<file path="src/rtl/sensor_sample_fifo.sv">
// Sample buffer behind the sensor transaction controller: tags captured bytes with an
// error bit, inserts one marker per NORESPOND entry, and tracks fill/overflow status.
module sensor_sample_fifo #(
  parameter  int DATA_W = 8,
  parameter  int DEPTH  = 16,
  localparam int ADDR_W = $clog2(DEPTH)
) (
  input  logic              i_clk,
  input  logic              i_rst,
  input  logic [3:0]        i_state,
  input  logic [DATA_W-1:0] i_data,
  input  logic              i_data_valid,
  input  logic              i_err,
  output logic [DATA_W:0]   o_data,
  output logic              o_valid,
  input  logic              i_ready,
  output logic [ADDR_W:0]   o_count,
  output logic              o_full,
  output logic              o_empty,
  output logic              o_overflow,
  output logic [7:0]        o_drop_cnt,
  output logic              o_norespond
);

  localparam logic [3:0]      ST_CONFIGREAD = 4'b0010;
  localparam logic [3:0]      ST_READING    = 4'b0100;
  localparam logic [3:0]      ST_NORESPOND  = 4'b1000;
  localparam logic [ADDR_W:0] FULL_CNT      = (ADDR_W+1)'(DEPTH);

  logic [DATA_W:0]   mem [DEPTH];
  logic [ADDR_W-1:0] wr_ptr;
  logic [ADDR_W-1:0] rd_ptr;
  logic [3:0]        prev_state;

  logic              data_push;
  logic              marker_push;
  logic              push_req;
  logic              push_ok;
  logic              drop;
  logic              pop;
  logic [DATA_W:0]   push_entry;

  always_comb begin
    data_push   = i_data_valid & ((i_state == ST_CONFIGREAD) | (i_state == ST_READING));
    marker_push = (i_state == ST_NORESPOND) & (prev_state != ST_NORESPOND);
    push_req    = data_push | marker_push;
    pop         = o_valid & i_ready;
    // A pop in the same cycle frees the slot, so a full FIFO can still take the push.
    push_ok     = push_req & (~o_full | pop);
    drop        = push_req & ~push_ok;
    if (marker_push)
      push_entry = {1'b1, {DATA_W{1'b1}}};
    else if (i_state == ST_CONFIGREAD)
      push_entry = {1'b1, i_data};
    else
      push_entry = {i_err, i_data};
  end

  always_ff @(posedge i_clk) begin
    if (push_ok)
      mem[wr_ptr] <= push_entry;
  end

  always_ff @(posedge i_clk) begin
    if (i_rst) begin
      wr_ptr      <= '0;
      rd_ptr      <= '0;
      o_count     <= '0;
      prev_state  <= '0;
      o_overflow  <= 1'b0;
      o_drop_cnt  <= '0;
      o_norespond <= 1'b0;
    end else begin
      prev_state <= i_state;
      if (push_ok)
        wr_ptr <= wr_ptr + 1'b1;
      if (pop)
        rd_ptr <= rd_ptr + 1'b1;
      if (push_ok & ~pop)
        o_count <= o_count + 1'b1;
      else if (pop & ~push_ok)
        o_count <= o_count - 1'b1;
      if (drop) begin
        o_overflow <= 1'b1;
        if (o_drop_cnt != 8'hFF)
          o_drop_cnt <= o_drop_cnt + 1'b1;
      end
      if (marker_push)
        o_norespond <= 1'b1;
    end
  end

  assign o_full  = (o_count == FULL_CNT);
  assign o_empty = (o_count == '0);
  assign o_valid = ~o_empty;
  assign o_data  = mem[rd_ptr];

endmodule

</file>
<file path="config.mk">
export PLATFORM = sky130hd
export DESIGN_NAME = sensor_sample_fifo
export DESIGN_NICKNAME = d
export VERILOG_FILES = /design/src/rtl/sensor_sample_fifo.sv
export SDC_FILE = /design/constraint.sdc
export NUM_CORES = 1
export LEC_CHECK = 0
export ABC_AREA = 1
export BUFFER_PORTS_ARGS = -buffer_cell sky130_fd_sc_hd__buf_2
export CORE_ASPECT_RATIO = 1.1
export CORE_MARGIN = 2
export CORE_UTILIZATION = 55
export CTS_BUF_LIST = sky130_fd_sc_hd__clkbuf_8 sky130_fd_sc_hd__clkbuf_16
export CTS_CLUSTER_DIAMETER = 150
export DETAILED_ROUTE_END_ITERATION = 10
export PLACE_DENSITY_LB_ADDON = 0.3
export SYNTH_ARGS = -nofsm -noshare
export SYNTH_HDL_FRONTEND = slang
export SYNTH_SLANG_ARGS = --single-unit
</file>
<file path="constraint.sdc">
create_clock -name i_clk -period 2.25 [get_ports i_clk]
set_clock_uncertainty 0.15 [all_clocks]
set_input_delay 0.225 -clock i_clk [delete_from_list [all_inputs] [get_ports i_clk]]
set_output_delay 0.225 -clock i_clk [all_outputs]
set_load 0.02 [all_outputs]
</file>
# Word-level counts from Yosys, hierarchy flattened
# Memories as Yosys holds them, arrays and structs flattened. A register that Yosys moved wholly into a read port is not among the register bits.
# Cells that the tools add are included.
# classes
addsub,5
n_reduce_logical,3
n_bitwise,14
n_mux,8
eq_ne,6
# ops
op,count
2-to-1 mux 9 bit,2
2-to-1 mux 5 bit,2
adder 4 x 1 -> 4 bit (second input constant),2
adder 8 x 1 -> 8 bit (second input constant),1
2-to-1 mux 4 bit,2
!= test 8 bit (second input constant),1
AND 1 bit,7
adder 5 x 1 -> 5 bit (second input constant),1
== test 5 bit (second input constant),1
logical NOT 5 bit,1
subtractor 5 x 1 -> 5 bit (second input constant),1
== test 4 x 2 -> 1 bit (second input constant),1
== test 4 x 3 -> 1 bit (second input constant),1
== test 4 bit (second input constant),1
!= test 4 bit (second input constant),1
inverter 1 bit,4
bitwise OR 1 bit,3
2-to-1 mux 1 bit,2
AND reduction 2 bit,1
nonzero test 2 bit,1
# totals
regBits,27
word_cells,44
ram_bits,144
output_inout_bits,27
memories,1
# mem_list
name,words,word_bits,read_ports,rd_clocked_by_memory_dff,wr,line_no,text
mem,16,9,1,1,1,30,logic [DATA_W:0] mem [DEPTH];

# Logic depth before layout (Yosys ltp)
# Gate-level depths: netlist of the first run.
# depth
word_depth,9
depth_mapped,15
depth_no_buf,15

# Worst setup path after synthesis of the first run
# No wires, ideal clock.
# synth_timing
path_kind,register to register
from,register o_count[1]
to,register o_count[4]
arrival_time_ps,2049
period_less_slack_ps,2331
required_ps,1968
path_buffers,0
stages_incl_launch_ff,12
setup_slack_ps,-81
path_cell_list,dfxtp_1 nor2_1 nand3_1 nand2_2 ha_1 inv_1 fa_1 nand3_1 nand2_1 xor2_1 nand2_1 a21oi_1
# synth_via
elab_chain_cells,8
elab_cells_between_ends,16
classes_between,add/sub: 2; eq/ne: 1; mux: 2; bitwise: 9; reduce/logical: 2
# synth_rtl
item,line_no,text
"start, declared",17,"output logic [ADDR_W:0] o_count,"
"start signal, assigned",80,o_count <= o_count + 1'b1;
"start signal, assigned",82,o_count <= o_count - 1'b1;
logical NOT 5 bit *,94,assign o_empty = (o_count == '0);
inverter 1 bit *,95,assign o_valid = ~o_empty;
net o_valid,15,"output logic o_valid,"
AND 1 bit *,47,pop = o_valid & i_ready;
bitwise OR 1 bit,49,push_ok = push_req & (~o_full | pop);
AND 1 bit,49,
inverter 1 bit,81,else if (pop & ~push_ok)
AND 1 bit,81,
nonzero test 2 bit (no source line),n/a,
# The timed path passes the listed nets; every way through them passes the cells marked *. The select of a mux whose other input is x is not followed.
# A chain may end at the register's enable or synchronous reset.

==> results of run 1 <==
==> worst reg2reg max path: stages (launching register included) <==
cell and delay (ns):
dfxtp_4 0.37, nor2_4 0.13, buf_4 0.12, nand3_2 0.08, nand2_2 0.14, ha_4 0.17, inv_4 0.06, fa_1 0.41
nand3_1 0.12, nand2_1 0.07, xor2_1 0.13, nand2_1 0.06, a21oi_1 0.12
==> cells by family after synthesis <==
| kind of cell | after synthesis | share of synthesized area [%] |
|---|---|---|
| compound gates | 135 | 10.1 |
| simple gates | 233 | 13.9 |
| flops | 175 | 64.7 |
| fa+ha+maj | 11 | 1.90 |
| xor+xnor | 9 | 1.03 |
| buf+inv | 145 | 8.41 |
==> placed cells by master (no fill, tap or decap), types with 13 or more instances in the layout <==
cell type / n
nand2_1: 96
clkbuf_16: 18
buf_2: 36
a21oi_1: 52
buf_4: 39
nand2_2: 13
edfxtp_1: 144
o211ai_1: 36
nor2_1: 39
inv_1: 106
o21ai_0: 40
dfxtp_1: 24
nand3_1: 60
==> power breakdown <==
group | switching, uW | internal [uW]
logic | 1590 | 1130
registers | 151 | 3630
clock network | 1160 | 1720
==> worst max path at each step <==
| stage | start | to | cells after the start |
|---|---|---|---|
| floorplan | o_count[3] | o_count[4] | 14 |
| detailed placement | o_count[3] | o_count[3] | 14 |
| CTS | o_count[3] | o_count[3] | 14 |
| global route | flip-flop | o_data[3] | 8 |
| finish | flip-flop | o_data[4] | 8 |
| global placement | i_state[3] | o_count[4] | 16 |
==> synth_stat cells <==
| cell type | number | area (um2) |
|---|---|---|
| buf_2 | 12 | 60.1 |
| nand4_1 | 7 | 43.8 |
| clkbuf_1 | 9 | 33.8 |
| fa_1 | 1 | 20.0 |
| nand2_4 | 3 | 33.8 |
| buf_1 | 1 | 3.75 |
| nor2_4 | 2 | 22.5 |
| nor3_1 | 2 | 10.0 |
| ha_1 | 10 | 125 |
| edfxtp_1 | 144 | 4320 |
| xor2_1 | 7 | 61.3 |
| a31o_2 | 1 | 8.76 |
| inv_2 | 5 | 18.8 |
| nand2_1 | 99 | 372 |
| nand3_2 | 3 | 30.0 |
| o211ai_1 | 36 | 270 |
| nand3_1 | 64 | 320 |
| nor2_1 | 40 | 150 |
| buf_4 | 1 | 7.51 |
| o21ai_0 | 43 | 215 |
| inv_6 | 1 | 8.76 |
| inv_1 | 105 | 394 |
| xnor2_1 | 2 | 17.5 |
| dfxtp_1 | 31 | 621 |
| buf_8 | 2 | 30.0 |
| a21oi_1 | 54 | 270 |
| buf_6 | 7 | 78.8 |
| clkinv_1 | 2 | 7.51 |
| nor2_2 | 3 | 18.8 |
| nand2_2 | 10 | 62.6 |
| o21ai_1 | 1 | 5.00 |
==> flip-flops by register name, indices dropped and copies added, names as in the netlist, named ones only <==
name,flops
wr_ptr,4
o_norespond,1
prev_state,4
mem,144
o_overflow,1
rd_ptr,4
o_drop_cnt,8
o_count,5
==> per-layer routing <==
| metal | vias up | track usage, % |
|---|---|---|
| met5 | - | 0 |
| met4 | 0 | 11.6 |
| met3 | 35 | 3.88 |
| met2 | 212 | 38.3 |
| met1 | 2508 | 31.1 |
| li1 | 2565 | - |
==> through the flow <==
stage | setup slack (ns) | area [um2] | setup TNS (ns)
after floorplan | 0.00422 | 7660 | 0
after global placement | 0.0290 | 8210 | 0
after detailed placement | -0.0478 | 8210 | -0.0909
after CTS | -0.00474 | 8880 | -0.00474
after global routing | -0.0429 | 9080 | -0.118
final | 0.0531 | 9080 | 0
==> repair_timing <==
action	4_1_cts	5_1_grt
setup endpoints to repair	11	13
pin swaps	0	6
buffers inserted	2	5
resized for setup	2	30
hold endpoints to repair	4	0
hold buffers	4	0
gates cloned	1	1
==> final cells by class <==
| cell class | instances | area share [%] |
|---|---|---|
| Clock buffer | 17 | 4.68 |
| Inverter | 113 | 4.75 |
| Multi-Input combinational cell | 388 | 23.7 |
| Clock inverter | 14 | 1.68 |
| Timing Repair Buffer | 90 | 8.00 |
| Sequential cell | 175 | 54.6 |
| Tap cell | 188 | 2.59 |
==> impl_metrics.yaml, run 1 <==
run_status:
  outcome: "finished, final reports clean"
floorplanning:
  die-width_um: 116
  io_pins: 44
  die_area_mm2: 0.0149
  core_area_mm2: 0.0137
  num_rows: 45
  die_h_um: 128
  start_util_pct: 55.9
synthesis:
  yosys_warnings: 0
  syn_inst: 708
  synth_area_mm2: 0.00764
  ys_seq_area_share_pct: 64.7
  synth_nets: 736
  avgSynthCellArea_um2: 10.8
  ys_ff_latch: 175
  yosys.cell_types.count: 31
detailed_routing:
  vias: 5320
  wl_met1_um: 6830
  drc_errors: 0
  wl_met2_um: 8220
  ant_nets: 0
  wl_um: 16700
  wl_met3_um: 1100
  detail_route.first_pass.iterations: 6
  highest_layer: "met4"
  vias_per_cell: 5.40
  wl_per_cell_um: 16.9
  drt_iter0_drc: 504
hold_path:
  hold_path.class: "in -> reg"
  hold_path_depth: 2
  min_to: "o_drop_cnt[5]"
  min_from: "i_rst"
critical_path:
  arrival_ns: 1.82
  critical_path_class: "reg -> out"
  cp-end-kind: "output port"
  rr_startpoint: "o_count[1]"
  r2r_slack_ns: 0.06
  required_ns: 1.88
  cpPeakStageDelay_ns: 0.39
  crit_family: "buffers and inverters"
  rr_worst_depth: 12
  path_buf_inv: 3
  worstPathMaxFanout: 25
  cpMaxStageDelayCell: "dfxtp_4"
  rr_endpoint: "o_count[4]"
  path_cells: "buf_12, buf_12, a21oi_1, o21ai_0, nand3_1, nand3_2, nand2_2, buf_4"
  path_common_cell: "buf_12"
  crit_path_start_kind: "flip-flop"
sta:
  period_share_pct: 97.6
  fmax_mhz: 455
  finalSetupViolCount: 0
  maxSlewViolCount: 0
  whs_ns: 0.0365
  rsz0062_at_grt: "true"
  relSlewSlack_pct: 55.7
  hold_viol: 0
  fin_crit_ns: 2.20
  worstMarginPinSlew_ns: 0.663
power_and_ir_drop:
  vdd_ir_drop_max_uv: 1060
  p_total_uw: 9370
  leakage_uw: 0.00353
  p_per_area_mw_per_mm2: 1030
final_layout:
  area_growth_pct: 18.8
  seq_area_mm2: 0.00496
  fin_cells: 985
  post-route-util_pct: 66.4
  nFillCells: 1022
  drive_gt1_share_pct: 20.5
  nets: 813
  multi_input_area_mm2: 0.00215
  antenna_cells: 0
global_route:
  grtUsageTotal_pct: 23.7
  antenna_found_initial: 0
  grt_overflow_total: 0
  grt_pass1_vias: 5098
  grt_pass1_wl_um: 26000
  grt_max_degree: 34
run:
  maxCapViolations: 0
clock_tree:
  clk_pin_slew_worst_paths_ns: 0.06
  clk_latency_ns: 0.43
  cts_buffers: 17
  cts.root.buffer_cell: "clkbuf_16"
  cts_tree: "done"
  htree_levels: 4
  cts_buffer_depth: 2
  cts_sinks: 175
place:
  gp_congestion: 0.866
  portBuffers: 43
  place_hpwl_um: 10200
  place_inst: 941
(Power assumes the default switching activity.)
==> inputs of run 2 (changes only) <==
Settings changed: BUFFER_PORTS_ARGS -buffer_cell sky130_fd_sc_hd__buf_2 to unset, DONT_BUFFER_PORTS set to 1.
==> run 2 against run 1 <==
  * Via count fell by 3.1%
  * Critical path type is now reg -> reg
  * Largest power group unchanged
  * Sequential power barely moved
  * Clock power fell by 2%
  * Sequential cell count did not move
==> impl_metrics.yaml, run 2 (same netlist as run 1, synthesis figures left out) <==
global_route:
  antenna_found_initial: 0
  grt_pass1_wl_um: 25300
  met2_usage_pct: 37.9
  top_usage_layer: "met2"
  use_met1_pct: 28.4
  grt_pass1_vias: 4973
  met3_usage_pct: 6.24
  grt_overflow_total: 0
  grt_max_degree: 52
  grtUsageTotal_pct: 23.0
critical_path:
  crit_path_start_kind: "flip-flop"
  path_buf_inv: 3
  cpPeakStageDelay_ns: 0.35
  crit_family: "simple AND/OR/NAND/NOR gates"
  path_cells: "inv_1, nor2_1, nand2_1, nand2_4, nand2_4, nand2_4, inv_6, ha_2, inv_4, fa_2, nand3_1, nand2_1, xor2_1, nand2_1, a21oi_1"
  cpMaxStageDelayCell: "fa_2"
  rr_endpoint: "o_count[4]"
  critical_path_class: "reg -> reg"
  cp-end-kind: "flip-flop"
  rr_worst_depth: 15
  required_ns: 2.44
  rr_startpoint: "prev_state[3]"
  arrival_ns: 2.32
  worstPathMaxFanout: 5
  r2r_slack_ns: 0.12
final_layout:
  fin_cells: 952
  top_regs: "mem x144, o_drop_cnt x8, o_count x5"
  antenna_cells: 0
  largest_register: "mem"
  final_cell_mix: "144 x edfxtp_1, 105 x inv_1, 96 x nand2_1"
  nets: 779
  largest_reg_flops: 144
  final_common_cell: "edfxtp_1"
  area_growth_pct: 16.1
  drive_gt1_share_pct: 16.6
sta:
  whs_ns: 0.143
  maxSlewViolCount: 0
  relSlewSlack_pct: 58.7
  worstMarginPinSlew_ns: 0.618
  setup_tns_ns: 0
  rsz0062_at_grt: "true"
  layout_setup_ws_ns: 0.124
  fin_crit_ns: 2.13
  fmax_mhz: 470
  finalSetupViolCount: 0
  hold_viol: 0
  period_share_pct: 94.5
place:
  portBuffers: 0
  place_ws_ns: -0.0561
  gp_congestion: 0.803
  place_inst: 902
  place_hpwl_um: 10200
floorplanning:
  core_area_mm2: 0.0137
  start_util_pct: 55.9
  die_area_mm2: 0.0149
  die-width_um: 116
  num_rows: 45
  io_pins: 44
  die_h_um: 128
hold_path:
  hold_path_depth: 3
  hold_path.class: "in -> reg"
  min_to: "mem[6][8]"
  min_from: "i_err"
power_and_ir_drop:
  p_per_area_mw_per_mm2: 1010
  vdd_ir_drop_max_uv: 1010
  p_total_uw: 8970
  leakage_uw: 0.00338
detailed_routing:
  wl_per_cell_um: 17.0
  ant_nets: 0
  drt_iter0_drc: 450
  vias: 5153
  drc_errors: 0
  wl_um: 16200
  vias_per_cell: 5.41
  detail_route.first_pass.iterations: 5
clock_tree:
  htree_levels: 4
  clk_pin_slew_worst_paths_ns: 0.06
  cts_sinks: 175
  cts_tree: "done"
  cts.root.buffer_cell: "clkbuf_16"
  clk_latency_ns: 0.43
  cts_buffers: 17
  cts_buffer_depth: 2
run_status:
  outcome: "finished, final reports clean"
run:
  maxCapViolations: 0
==> run 2: cell type report <==
class	count	area (um2)
Clock buffer	17	425
Sequential cell	175	4970
Timing Repair Buffer	56	534
Fill cell	1071	4800
Tap cell	188	235
Clock inverter	15	146
Multi-Input combinational cell	388	2130
Inverter	113	435
==> run 2: report_power, final <==
group / switching, uW / internal (uW) / total (uW) / leakage, uW
Combinational: 1500 / 895 / 2400 / 0.00155
Clock: 1200 / 1620 / 2820 / 0.000272
Sequential: 131 / 3620 / 3750 / 0.00155
==> run 2: what timing repair did <==
action	CTS	global route
hold endpoints to repair	30	0
setup endpoints to repair	6	12
cloned	1	1
gates resized for setup	3	22
pin swaps	0	3
hold buffers	12	0
setup buffers	1	3
==> run 2: worst reg2reg max path: cells and delay by family, from the launching register on <==
kind	cells	cell delay (ns)
AND/OR/NAND/NOR	8	0.60
flip-flops	1	0.29
buffers and inverters	3	0.16
XOR/XNOR	1	0.14
AO/OA/AOI/OAI	1	0.13
adder cells (fa/ha/maj)	2	0.56
==> run 2: metal layers <==
layer  vias up  wire (um)  part of all wire, %
met4         0        396                  2.4
met3        29       1100                  6.8
met2       164       8170                   50
met1      2463       6530                   40
li1       2497          -                    -
met5         -          0                    0
==> run 2: stage by stage <==
stage               utilization, %  instance area, um2
finish                        64.9                8880
global route                  64.9                8880
CTS                           64.0                8750
detailed placement            58.6                8010
global placement              58.6                8010
floorplan                        -                7660
==> run 2: worst max path at each step <==
stage | end | start | cells after the start | slack [ns]
6_report | o_count[4] | prev_state[3] | 15 | 0.12
5_1_grt | o_count[4] | o_count[3] | 14 | -0.009
4_1_cts | o_count[4] | o_count[3] | 14 | 0.0003
3_5_place_dp | o_count[4] | o_count[3] | 14 | -0.06
3_3_place_gp | o_count[4] | o_count[2] | 14 | 0.07
2_1_floorplan | o_count[4] | o_count[3] | 14 | 0.004
